===== config.mk =====
export PLATFORM = sky130hd
export DESIGN_NAME = pc_gen_flat
export DESIGN_NICKNAME = d
export VERILOG_FILES = /design/src/rtl/pc_gen_if.sv /design/src/rtl/pc_gen.sv /design/src/flat_wrapper.sv
export SDC_FILE = /design/constraint.sdc
export NUM_CORES = 1
export LEC_CHECK = 0
export BUFFER_PORTS_ARGS = -buffer_cell sky130_fd_sc_hd__clkbuf_2
export CAP_MARGIN = 15
export CORE_MARGIN = 2
export CORE_UTILIZATION = 56
export DETAILED_ROUTE_END_ITERATION = 16
export PLACE_DENSITY = 0.83
export SETUP_SLACK_MARGIN = 0.3
export SLEW_MARGIN = 20
export SYNTH_ARGS = -nofsm -noshare
export SYNTH_HDL_FRONTEND = slang
export SYNTH_SLANG_ARGS = --single-unit

===== constraint.sdc =====
create_clock -name clk -period 2.95 [get_ports clk]
set_input_delay 0.4425 -clock clk [delete_from_list [all_inputs] [get_ports clk]]
set_output_delay 0.4425 -clock clk [all_outputs]
set_load 0.02 [all_outputs]

===== src/rtl/pc_gen_if.sv =====
// Fetch-side bundle between the PC generator and its controller.
// The master drives the next-PC controls; the slave (pc_gen) returns PC and RAS status.
interface pc_gen_if #(
  parameter int unsigned WIDTH = 32
);
  logic             en;
  logic [1:0]       PCsrc;
  logic             call;
  logic [WIDTH-1:0] ImmOp;
  logic [WIDTH-1:0] RegBase;
  logic [WIDTH-1:0] PC;
  logic [WIDTH-1:0] PC_plus4;
  logic             misaligned;
  logic             ras_empty;
  logic             ras_full;

  modport master (
    output en, PCsrc, call, ImmOp, RegBase,
    input  PC, PC_plus4, misaligned, ras_empty, ras_full
  );

  modport slave (
    input  en, PCsrc, call, ImmOp, RegBase,
    output PC, PC_plus4, misaligned, ras_empty, ras_full
  );
endinterface


===== src/rtl/pc_gen.sv =====
// Program-counter generator: sequential/branch/JALR/return targets with alignment check.
// Define PC_GEN_RAS_EN to build the circular return-address stack.
module pc_gen #(
  parameter int unsigned      WIDTH     = 32,
  parameter logic [WIDTH-1:0] RESET_PC  = '0,
  parameter int unsigned      RAS_DEPTH = 4
) (
  input  logic     clk,
  input  logic     rst,
  pc_gen_if.slave  ifc
);
  logic [WIDTH-1:0] r_pc;
  logic             r_mis;
  logic [WIDTH-1:0] w_plus4;
  logic [WIDTH-1:0] w_sum;
  logic [WIDTH-1:0] w_jalr;
  logic [WIDTH-1:0] w_target;
  logic             w_aligned;

  assign w_plus4   = r_pc + WIDTH'(4);
  assign w_sum     = ifc.RegBase + ifc.ImmOp;
  assign w_jalr    = {w_sum[WIDTH-1:1], 1'b0};
  assign w_aligned = (w_target[1:0] == 2'b00);

`ifdef PC_GEN_RAS_EN
  localparam int unsigned PW = $clog2(RAS_DEPTH);
  localparam int unsigned CW = $clog2(RAS_DEPTH + 1);
  localparam logic [CW-1:0] DEPTH_C = CW'(RAS_DEPTH);

  logic [WIDTH-1:0] r_ras [RAS_DEPTH];
  logic [PW-1:0]    r_top;
  logic [CW-1:0]    r_count;
  logic             r_empty;
  logic             r_full;
  logic             w_push;
  logic             w_swap;
  logic             w_pop;
  logic [PW-1:0]    w_top_nxt;
  logic [CW-1:0]    w_count_nxt;

  always_comb begin
    w_target = w_plus4;
    unique case (ifc.PCsrc)
      2'b00: w_target = w_plus4;
      2'b01: w_target = r_pc + ifc.ImmOp;
      2'b10: w_target = w_jalr;
      2'b11: w_target = r_empty ? w_jalr : r_ras[r_top];
    endcase
  end

  // A return with call on a non-empty stack swaps the top entry in place.
  always_comb begin
    w_push = w_aligned && ifc.call &&
             ((ifc.PCsrc == 2'b01) || (ifc.PCsrc == 2'b10) ||
              ((ifc.PCsrc == 2'b11) && r_empty));
    w_swap = w_aligned && ifc.call && (ifc.PCsrc == 2'b11) && !r_empty;
    w_pop  = w_aligned && !ifc.call && (ifc.PCsrc == 2'b11) && !r_empty;
    w_top_nxt   = r_top;
    w_count_nxt = r_count;
    if (w_push) begin
      w_top_nxt   = r_top + PW'(1);
      w_count_nxt = r_full ? r_count : r_count + CW'(1);
    end else if (w_pop) begin
      w_top_nxt   = r_top - PW'(1);
      w_count_nxt = r_count - CW'(1);
    end
  end

  always_ff @(posedge clk) begin
    if (ifc.en && (w_push || w_swap))
      r_ras[w_top_nxt] <= w_plus4;
  end

  always_ff @(posedge clk or negedge rst) begin
    if (!rst) begin
      r_top   <= '0;
      r_count <= '0;
      r_empty <= 1'b1;
      r_full  <= 1'b0;
    end else if (ifc.en) begin
      r_top   <= w_top_nxt;
      r_count <= w_count_nxt;
      r_empty <= (w_count_nxt == '0);
      r_full  <= (w_count_nxt == DEPTH_C);
    end
  end

  assign ifc.ras_empty = r_empty;
  assign ifc.ras_full  = r_full;
`else
  logic w_unused;

  always_comb begin
    w_target = w_plus4;
    unique case (ifc.PCsrc)
      2'b00: w_target = w_plus4;
      2'b01: w_target = r_pc + ifc.ImmOp;
      2'b10: w_target = w_jalr;
      2'b11: w_target = w_jalr;
    endcase
  end

  assign w_unused      = ^{ifc.call, RAS_DEPTH[0]};
  assign ifc.ras_empty = 1'b1;
  assign ifc.ras_full  = 1'b0;
`endif

  always_ff @(posedge clk or negedge rst) begin
    if (!rst) begin
      r_pc  <= RESET_PC;
      r_mis <= 1'b0;
    end else if (ifc.en) begin
      r_mis <= !w_aligned;
      if (w_aligned)
        r_pc <= w_target;
    end
  end

  assign ifc.PC         = r_pc;
  assign ifc.PC_plus4   = w_plus4;
  assign ifc.misaligned = r_mis;
endmodule


===== src/flat_wrapper.sv =====
// flat-port wrapper written by rule: the top's interface ports become plain ports
module pc_gen_flat 
#(
  parameter int unsigned      WIDTH     = 32,
  parameter logic [WIDTH-1:0] RESET_PC  = '0,
  parameter int unsigned      RAS_DEPTH = 4
)
  (clk, rst, ifc_en, ifc_PCsrc, ifc_call, ifc_ImmOp, ifc_RegBase, ifc_PC, ifc_PC_plus4, ifc_misaligned, ifc_ras_empty, ifc_ras_full);
  pc_gen_if #(.WIDTH(WIDTH)) ifc_i ();
  input  logic clk;
  input  logic rst;
  input wire logic [$bits(ifc_i.en)-1:0] ifc_en;
  input wire logic [$bits(ifc_i.PCsrc)-1:0] ifc_PCsrc;
  input wire logic [$bits(ifc_i.call)-1:0] ifc_call;
  input wire logic [$bits(ifc_i.ImmOp)-1:0] ifc_ImmOp;
  input wire logic [$bits(ifc_i.RegBase)-1:0] ifc_RegBase;
  output wire logic [$bits(ifc_i.PC)-1:0] ifc_PC;
  output wire logic [$bits(ifc_i.PC_plus4)-1:0] ifc_PC_plus4;
  output wire logic [$bits(ifc_i.misaligned)-1:0] ifc_misaligned;
  output wire logic [$bits(ifc_i.ras_empty)-1:0] ifc_ras_empty;
  output wire logic [$bits(ifc_i.ras_full)-1:0] ifc_ras_full;
  assign ifc_i.en = ifc_en;
  assign ifc_i.PCsrc = ifc_PCsrc;
  assign ifc_i.call = ifc_call;
  assign ifc_i.ImmOp = ifc_ImmOp;
  assign ifc_i.RegBase = ifc_RegBase;
  assign ifc_PC = ifc_i.PC;
  assign ifc_PC_plus4 = ifc_i.PC_plus4;
  assign ifc_misaligned = ifc_i.misaligned;
  assign ifc_ras_empty = ifc_i.ras_empty;
  assign ifc_ras_full = ifc_i.ras_full;
  pc_gen #(.WIDTH(WIDTH), .RESET_PC(RESET_PC), .RAS_DEPTH(RAS_DEPTH)) u_core (.clk(clk), .rst(rst), .ifc(ifc_i));
endmodule

== Yosys cells after proc, flatten, opt, wreduce, memory -nomap -nowiden ==
Index checks and enable logic that the tools add are counted.
Widths: inputs -> output; s select.

* Bits in latches: 0
* Bits in writable memories: 0
* Register bits after elaboration: 33
* Word-level logic and storage cells: 14
* Memories: 0
* Bits in read-only memories: 0
* Bits of input ports: 70

* Bitwise gates (word level): 0
* Reduce and logical (&&, ||, !) cells: 5
* Divide/modulo/power cells: 0
* Equal/unequal tests: 3
* Add/sub/neg operators: 3
* $mul: 0
* Multiplexer cells: 1
* Shift operators: 0
* Magnitude comparators: 0

{| class="wikitable"
|+ Operators by type and width
! cell !! number
|-
| $pmux 32 s3 || 1
|-
| $add 32x32->32 || 2
|-
| $add 32x3->32 const B || 1
|-
| $eq 2x2->1 const B || 2
|-
| $logic_not 2->1 || 2
|-
| $eq 2x1->1 const B || 1
|-
| $reduce_and 2->1 || 1
|-
| $reduce_or 2->1 || 1
|-
| $logic_not 1->1 || 1
|}

== Depth between registers and ports, before layout ==
Gate-level depths: netlist (run 1).

* Word-level depth: 5
* Mapped depth: 12

== Worst setup path after synthesis (run 1) ==
OpenSTA, ideal clock, no wires.

* Kind: reg2reg
* From: reg u_core.r_pc[0] (netlist: u_core.ifc.PC[0])
* To: reg u_core.r_pc[30] (netlist: u_core.ifc.PC[30])
* Cell stages (with the launch flop): 13
* Period minus slack after synthesis: 2.857 ns
* Slack: 0.093 ns
* Arrival: 2.733 ns
* Library setup time: 0.124 ns
* Cell sequence: dfrtp_1 ha_1 inv_1 fa_1 nand2b_1 a21oi_1 o21a_1 o32ai_1 nor2_1 a21oi_1 o41ai_1 xor2_1 a211o_1

* Longest elaborated chain between the ends: 4

{| class="wikitable"
|+ RTL lines
! element !! line !! text
|-
| start: declaration || pc_gen.sv:12 || <nowiki>logic [WIDTH-1:0] r_pc;</nowiki>
|-
| start signal: assignment || pc_gen.sv:115 || <nowiki>r_pc <= w_target;</nowiki>
|-
| $add 32x32->32 or $add 32x3->32 (tied branches) || pc_gen.sv:97, pc_gen.sv:20 ||
|-
| $pmux 32 s3 * || pc_gen.sv:95 || <nowiki>unique case (ifc.PCsrc)</nowiki>
|-
| $logic_not 2->1 || pc_gen.sv:23 || <nowiki>assign w_aligned = (w_target[1:0] == 2'b00);</nowiki>
|-
| $reduce_and 2->1 (no source line) || - ||
|}

Every way passes the cells marked *; elsewhere a longest branch is shown, timed or not.
A chain may end at the register's enable or synchronous reset.

== Final worst setup path (run 1) ==
* From: reg u_core.r_pc[9] (netlist: u_core.ifc.PC[9])
* To: out ifc_PC_plus4[28]

* Longest elaborated chain between the ends: 1

{| class="wikitable"
|+ RTL lines
! element !! line !! text
|-
| $add 32x3->32 || pc_gen.sv:20 || <nowiki>assign w_plus4 = r_pc + WIDTH'(4);</nowiki>
|-
| end: declaration || flat_wrapper.sv:18 || <nowiki>output wire logic [$bits(ifc_i.PC_plus4)-1:0] ifc_PC_plus4;</nowiki>
|}

Every way passes these cells.

==> results of run 1 <==
-- worst reg2reg max path: stages (launching register included) --
cell and delay (ps):
dfrtp_2 390, ha_4 140, inv_1 50, fa_2 510
nand2_1 70, o32ai_1 240, o211a_1 350, buf_4 210
o21ai_0 100, nand2_1 80, o21ai_0 190, a21oi_1 210
o21ai_1 90
-- path summary, 6_finish.rpt --
check / from / slack, ps / endpoint
min reg2reg: u_core.ifc.misaligned / 540 / u_core.ifc.misaligned
min in group clk: ifc_en / 460 / u_core.ifc.misaligned
min: rst / 300 / u_core.ifc.PC[11]
max reg2reg: u_core.ifc.PC[0] / 210 / u_core.ifc.PC[23]
max in group asynchronous: rst / 1970 / u_core.ifc.PC[1]
max: u_core.ifc.PC[9] / 160 / ifc_PC_plus4[28]
-- layout by cell type, fill, tap and decap left out, drive strengths merged, types with 11 or more instances in the layout --
cell type / count
buf: 134
clkbuf: 130
a21oi: 89
nand2: 79
o21ai: 63
ha: 62
nor2: 59
xnor2: 49
dfrtp: 33
a21o: 31
xor2: 29
nand4: 20
nand3: 20
inv: 19
nor3: 13
o211ai: 13
o21a: 12
a31oi: 12
a211oi: 11
-- flip-flops by register name (all words and copies together) (netlist names) --
signal	cells
u_core.ifc.misaligned	1
u_core.ifc.PC	32
-- stage by stage --
stage	hold slack [ps]	cell area (sq um)	utilization (%)	total power, mW
final	296	8120	79.4	5.98
after global routing	356	8120	79.4	6.27
after CTS	306	7590	74.2	5.36
after detailed placement	512	7140	69.8	4.66
after global placement	479	7140	69.8	4.61
after floorplan	147	5850	-	3.36
-- synthesized netlist by cell type, types with 5 or more instances --
library cell,number
a211oi_1,9
nor2b_1,6
a21oi_1,85
a31oi_1,12
xnor2_1,47
o211ai_1,12
o21ai_1,11
a21o_1,31
o21bai_1,8
ha_1,62
nand4_1,18
or2_2,5
nand3_1,19
nor3_1,13
o21ai_0,52
inv_1,19
o22ai_1,6
o21a_1,12
and3_1,9
nor2_1,58
clkbuf_1,29
nand2b_1,10
a221oi_1,5
a211o_1,5
xor2_1,29
dfrtp_1,33
and2_1,8
nand2_1,77
buf_2,5
-- layout make-up --
type,instances,area (sq um),share of cell area (%)
Clock buffer,7,86.3,1.06
Clock inverter,1,30.0,0.370
Inverter,19,71.3,0.878
Multi-Input combinational cell,690,5230,64.4
Sequential cell,33,831,10.2
Tap cell,136,170,2.09
Timing Repair Buffer,257,1710,21.0
-- report_power, final --
part | total [mW] | leakage (nW) | internal [mW] | switching (mW)
registers | 0.838 | 0.389 | 0.608 | 0.231
clock network | 0.489 | 0.0585 | 0.276 | 0.213
logic | 4.65 | 3.38 | 1.97 | 2.68
-- per-layer routing --
layer,global-route usage (%),up-vias,part of all wire [%]
met5,0,-,0
met4,11.9,0,5.4
met3,4.78,125,11
met2,58.4,647,45
met1,49.3,3504,38
li1,-,3357,-
-- what timing repair did --
action                     in CTS  in global routing
hold buffers                    0                  0
setup endpoints to repair      21                 31
buffers inserted               17                 21
gates resized for setup        41                 87
pin swaps                      32                 50
-- kinds of logic (layout without fill, tap and decap cells) --
kind of cell | Yosys count | after routing | synth area share (%)
fa+ha+maj | 64 | 64 | 14.0
compound gates | 291 | 291 | 32.5
flops | 33 | 33 | 14.2
mux | 5 | 5 | 0.880
simple gates | 250 | 250 | 21.8
buf+inv | 60 | 284 | 4.53
xor+xnor | 78 | 78 | 12.0
other cells | 2 | 2 | 0.129
==> summary.md, run 1 <==
| Metric | Value |
|---|---|
| Status | completed |
| Number of I/O pins | 137 |
| Total GRT Usage | 36.0% |
| Placed cell count | 1097 |
| Pin count of the biggest net entering global routing | 40 |
| Initial antenna violation count | 0 |
| Max-slew violations | 0 |
| CTS tree | yes |
| Crit path buf inv count | 3 |
| Die footprint | 11200 sq um |
| CTS sink cnt | 33 |
| Critical Path AT | 2340 ps |
| Die X-Extent | 106 um |
| Vias/cell | 6.68 |
| LEAKAGE | 3.83 nW |
| Worst VDD drop | 0.441 mV |
| Period utilisation layout | 94.4% |
| Max cap viols | 0 |
| Post-DRT Antenna Nets | 0 |
| DRT Pass-1 Iters | 6 |
| Library cells used by synthesis | 87 |
| Setup Skew | 11.3 ps |
| YS warnings | 0 |
| Area growth, synth to finish | 39.4% |
| Min Tclk post-route | 2790 ps |
| Crit Path Max Fanout | 5 |
| First-pass GRT wire length | 32700 um |
| Synth top area cells | dfrtp_1 (14%), ha_1 (13%), a21oi_1 (7.3%), xnor2_1 (7.1%), nand2_1 (5.0%) |
| Synth top area share | 14.2% |
| CP max stage delay | 420 ps |
| Routed len/inst | 20.4 um |
| Top FF cell, synth | dfrtp_1 |
| Synth Area per Inst | 7.44 sq um |
| Post-Route WL | 23300 um |
| Final nets | 1140 |
| Iteration-0 DRC Markers | 917 |
| Critical-path top delay cell | dfrtp_1 |
| Slew margin rel. | 33.3% |
| Worst Setup End Kind | output port |
| Detailed-route via count | 7633 |
| Num CTS Buffers | 5 |
| WP depth | 8 |
| Post-synth top area cell | dfrtp_1 |
| Setup violations, final | 0 |
| Final setup TNS | 0 ps |
| Die height | 106 um |
| EDFF count, synth | 0 |
| Initial core utilization | 57.0% |
| Worst-margin pin slew | 1000 ps |
| Gp weighted congestion | 0.951 |
| Async set-or-reset flop fraction in the synthesized netlist | 100% |
| Remaining Overflow, GRT | 0 |
| Filler cells | 669 |
| # diodes | 0 |
| Seq/Total Area, Yosys | 14.2% |
| Crit-path cells | buf_6 > nand4_4 > nor4_4 > and4_4 > buf_4 > and3_4 > xor2_1 > buf_4 |
| Setup ws final | 164 ps |
| RSZ-0062 raised after global routing | yes |
| H-tree depth | 2 |
| CP delay by family, top | simple AND/OR/NAND/NOR gates |
| Core ar. | 10200 sq um |
| Worst-path clk slew | 90 ps |
| Path depth of the worst reg2reg path | 12 |
| Post-place setup slack | -80.6 ps |
| Syn Inst Count | 783 |
| Fin cells | 1143 |
| Hpwl dp | 15700 um |
| Root buffer cell | clkbuf_8 |
| DRC viols | 0 |
| Kind of critical path | reg -> out |
| Most used cell, CP | buf_4 |
| Max Clk Rate | 359 MHz |
| Clk buf depth | 2 |
| Synth Cell Area | 5830 sq um |
| Port Buffers | 133 |
| Worst path required time | 2510 ps |
| Hold Vio Cnt, Final | 0 |
| Pwr/cell area | 736 nW/um^2 |
| Row cnt | 37 |
| CP startpoint kind | flop |
| HP Class | in -> async |
| Synth Register Bits | 33 |
| Syn nets | 917 |
| Clk Latency, worst-skew pair | 300 ps |
| Share of layout cells above drive strength 1 | 35.8% |
| Vias in the first global route | 6601 |
(Power assumes the default switching activity.)
==> run 2: changes to the inputs <==
--- a/config.mk
+++ b/config.mk
@@ -7,12 +7,12 @@
 export LEC_CHECK = 0
 export BUFFER_PORTS_ARGS = -buffer_cell sky130_fd_sc_hd__clkbuf_2
 export CAP_MARGIN = 15
-export CORE_MARGIN = 2
 export CORE_UTILIZATION = 56
 export DETAILED_ROUTE_END_ITERATION = 16
-export PLACE_DENSITY = 0.83
+export PLACE_DENSITY_LB_ADDON = 0.12
 export SETUP_SLACK_MARGIN = 0.3
 export SLEW_MARGIN = 20
 export SYNTH_ARGS = -nofsm -noshare
 export SYNTH_HDL_FRONTEND = slang
 export SYNTH_SLANG_ARGS = --single-unit
+export TNS_END_PERCENT = 10
==> run 2 against run 1 <==
Via count fell by 8.5%. Register-to-register slack barely moved. Sequential share of layout area rose by 0.76 points. Combinational power fell by 10%. Utilization fell by 3.1 points. Non-clock buffer count fell by 33. Flip-flop and latch count did not move. Die area fell by 3.7%. Critical path depth rose by 1. Final cell count fell by 3.1%. Clock power fell by 14%. Sequential power rose by 0.8%. Critical path type unchanged. Critical endpoint is now ifc_PC_plus4[26].
==> summary.md, run 2 (same netlist as run 1, synthesis figures left out) <==
| Metric | Value |
|---|---|
| Worst path required time | 2510 ps |
| Worst Setup End Kind | output port |
| H-tree depth | 2 |
| Num CTS Buffers | 5 |
| Worst VDD drop | 0.388 mV |
| Pwr/cell area | 718 nW/um^2 |
| Met2 usage | 59.4% |
| Core ar. | 9910 sq um |
| Comb pwr share | 76.7% |
| Hpwl dp | 16000 um |
| Setup violations, final | 0 |
| CTS tree | yes |
| Clk buf depth | 2 |
| Port Buffers | 133 |
| Net Sw Frac | 52.4% |
| Path depth of the worst reg2reg path | 10 |
| Total GRT Usage | 36.8% |
| M1 GR Usage | 50.3% |
| Initial antenna violation count | 0 |
| Slew margin rel. | 37.1% |
| CP startpoint kind | flop |
| Status | completed |
| DRT Pass-1 Iters | 5 |
| Hold Vio Cnt, Final | 0 |
| Post-DP Area | 7020 sq um |
| Hold buffers post-CTS | 0 |
| Fin area | 7560 sq um |
| Max-slew violations | 0 |
| DRC viols | 0 |
| Crit Path Max Fanout | 4 |
| Number of I/O pins | 137 |
| Share of layout cells above drive strength 1 | 31.4% |
| Vias in the first global route | 6338 |
| Critical Path AT | 2350 ps |
| Final nets | 1107 |
| # diodes | 0 |
| Clock power share | 7.7% |
| Max cap viols | 0 |
| Iteration-0 DRC Markers | 673 |
| R2R setup slack | 210 ps |
| HP Class | in -> async |
| Reg2reg end | u_core.ifc.PC[24] |
| Routed len/inst | 18.5 um |
| Gp weighted congestion | 1.00 |
| Kind of critical path | reg -> out |
| Period utilisation layout | 94.5% |
| Die footprint | 10800 sq um |
| Post-place setup slack | -48.8 ps |
| Die X-Extent | 104 um |
| Row cnt | 36 |
| Root buffer cell | clkbuf_8 |
| Setup Skew | 6.72 ps |
| Die height | 104 um |
| CTS sink cnt | 33 |
| LEAKAGE | 3.58 nW |
| M3 GR Usage | 4.76% |
| Min Tclk post-route | 2790 ps |
| Max Clk Rate | 359 MHz |
| Post-DRT Antenna Nets | 0 |
| Most frequent cells in the layout | clkbuf_2 (130), buf_4 (88), nand2_1 (77) |
| Worst-margin pin slew | 944 ps |
| Vias/cell | 6.31 |
| Internal power | 2.58 mW |
| Area growth, synth to finish | 29.8% |
| P_sw | 2.84 mW |
| Max reg flops | 32 |
| R2r startpoint | u_core.ifc.PC[9] |
| Initial core utilization | 58.8% |
| GRT busiest layer | met2 |
| Clk Latency, worst-skew pair | 310 ps |
| Pin count of the biggest net entering global routing | 34 |
| Commonest non-fill, non-tap cell in the layout | clkbuf_2 |
| Filler cells | 779 |
| First-pass GRT wire length | 32000 um |
| Worst-path clk slew | 80 ps |
| Remaining Overflow, GRT | 0 |
| Sequential Power Share | 15.6% |
| Post-Route WL | 20500 um |
| RSZ-0062 raised after global routing | yes |
| Setup ws final | 162 ps |
| Detailed-route via count | 6982 |
==> run 2: cell types whose count changed in the layout (fill, tap and decap cells not counted), moves of 3 or more <==
cell	change
a21oi_2	+3
buf_6	-10
ha_1	+3
buf_4	-30
nand3_2	+3
nand2_1	+3
xnor2_2	-3
xnor2_1	+4
clkbuf_2	+9
nand3_4	-4
ha_2	-3
==> run 2: worst max path at each step <==
stage                                 from                 to  depth (start not counted)  slack, ps
after CTS                 u_core.ifc.PC[3]   ifc_PC_plus4[26]                          9        190
after detailed placement      ifc_ImmOp[1]  u_core.ifc.PC[30]                         13        -50
after global routing          ifc_ImmOp[2]  u_core.ifc.PC[17]                         12         80
after global placement      ifc_RegBase[1]  u_core.ifc.PC[28]                         12        -30
final                     u_core.ifc.PC[8]   ifc_PC_plus4[26]                          9        160
after floorplan           u_core.ifc.PC[2]   ifc_PC_plus4[26]                          7        250
==> run 2: cell type report <==
class                           instances  area (sq um)  area share [%]
Timing Repair Buffer                  224          1380            18.3
Sequential cell                        33           831            11.0
Multi-Input combinational cell        690          5010            66.2
Clock buffer                            7          96.3            1.27
Clock inverter                          1          5.00          0.0662
Inverter                               19          71.3           0.943
Tap cell                              133           166            2.20
==> run 2: critical path, stage by stage, from the launching register on <==
cell	delay, ps
dfrtp_2	400
buf_6	120
nand4_4	150
buf_6	160
nor4_4	290
and4_4	290
nand3_2	80
or2_4	260
xnor2_2	130
clkbuf_8	160
==> run 2: stage by stage <==
stage	power, mW	hold WS, ps	utilization (%)	std cells	TNS (ps)
after floorplan	3.35	147	-	783	0
after global placement	4.56	485	70.9	1080	-49.5
after detailed placement	4.62	503	70.9	1080	-94.5
after CTS	5.19	284	74.2	1102	0
after global routing	5.78	322	76.3	1107	0
final	5.43	264	76.3	1107	0
==> run 2: power by group through the flow <==
stage / clock network [mW] / registers [mW] / logic, mW
5_1_grt: 0.439 / 0.865 / 4.48
6_report: 0.419 / 0.845 / 4.17
3_3_place_gp: 0 / 0.821 / 3.74
2_1_floorplan: 0 / 1.06 / 2.30
3_5_place_dp: 0 / 0.832 / 3.79
4_1_cts: 0.417 / 0.826 / 3.95
==> run 2: what timing repair did <==
item	in CTS	in global routing
setup buffers	14	5
gates resized for setup	25	33
endpoints found under the hold margin	0	0
endpoints found under the setup margin	29	31
pin swaps	16	30
==> run 2: layer usage <==
layer,wire length [um],vias to the layer above
met5,0,-
met4,652,0
met3,1850,46
met2,9300,380
met1,8660,3270
li1,-,3286
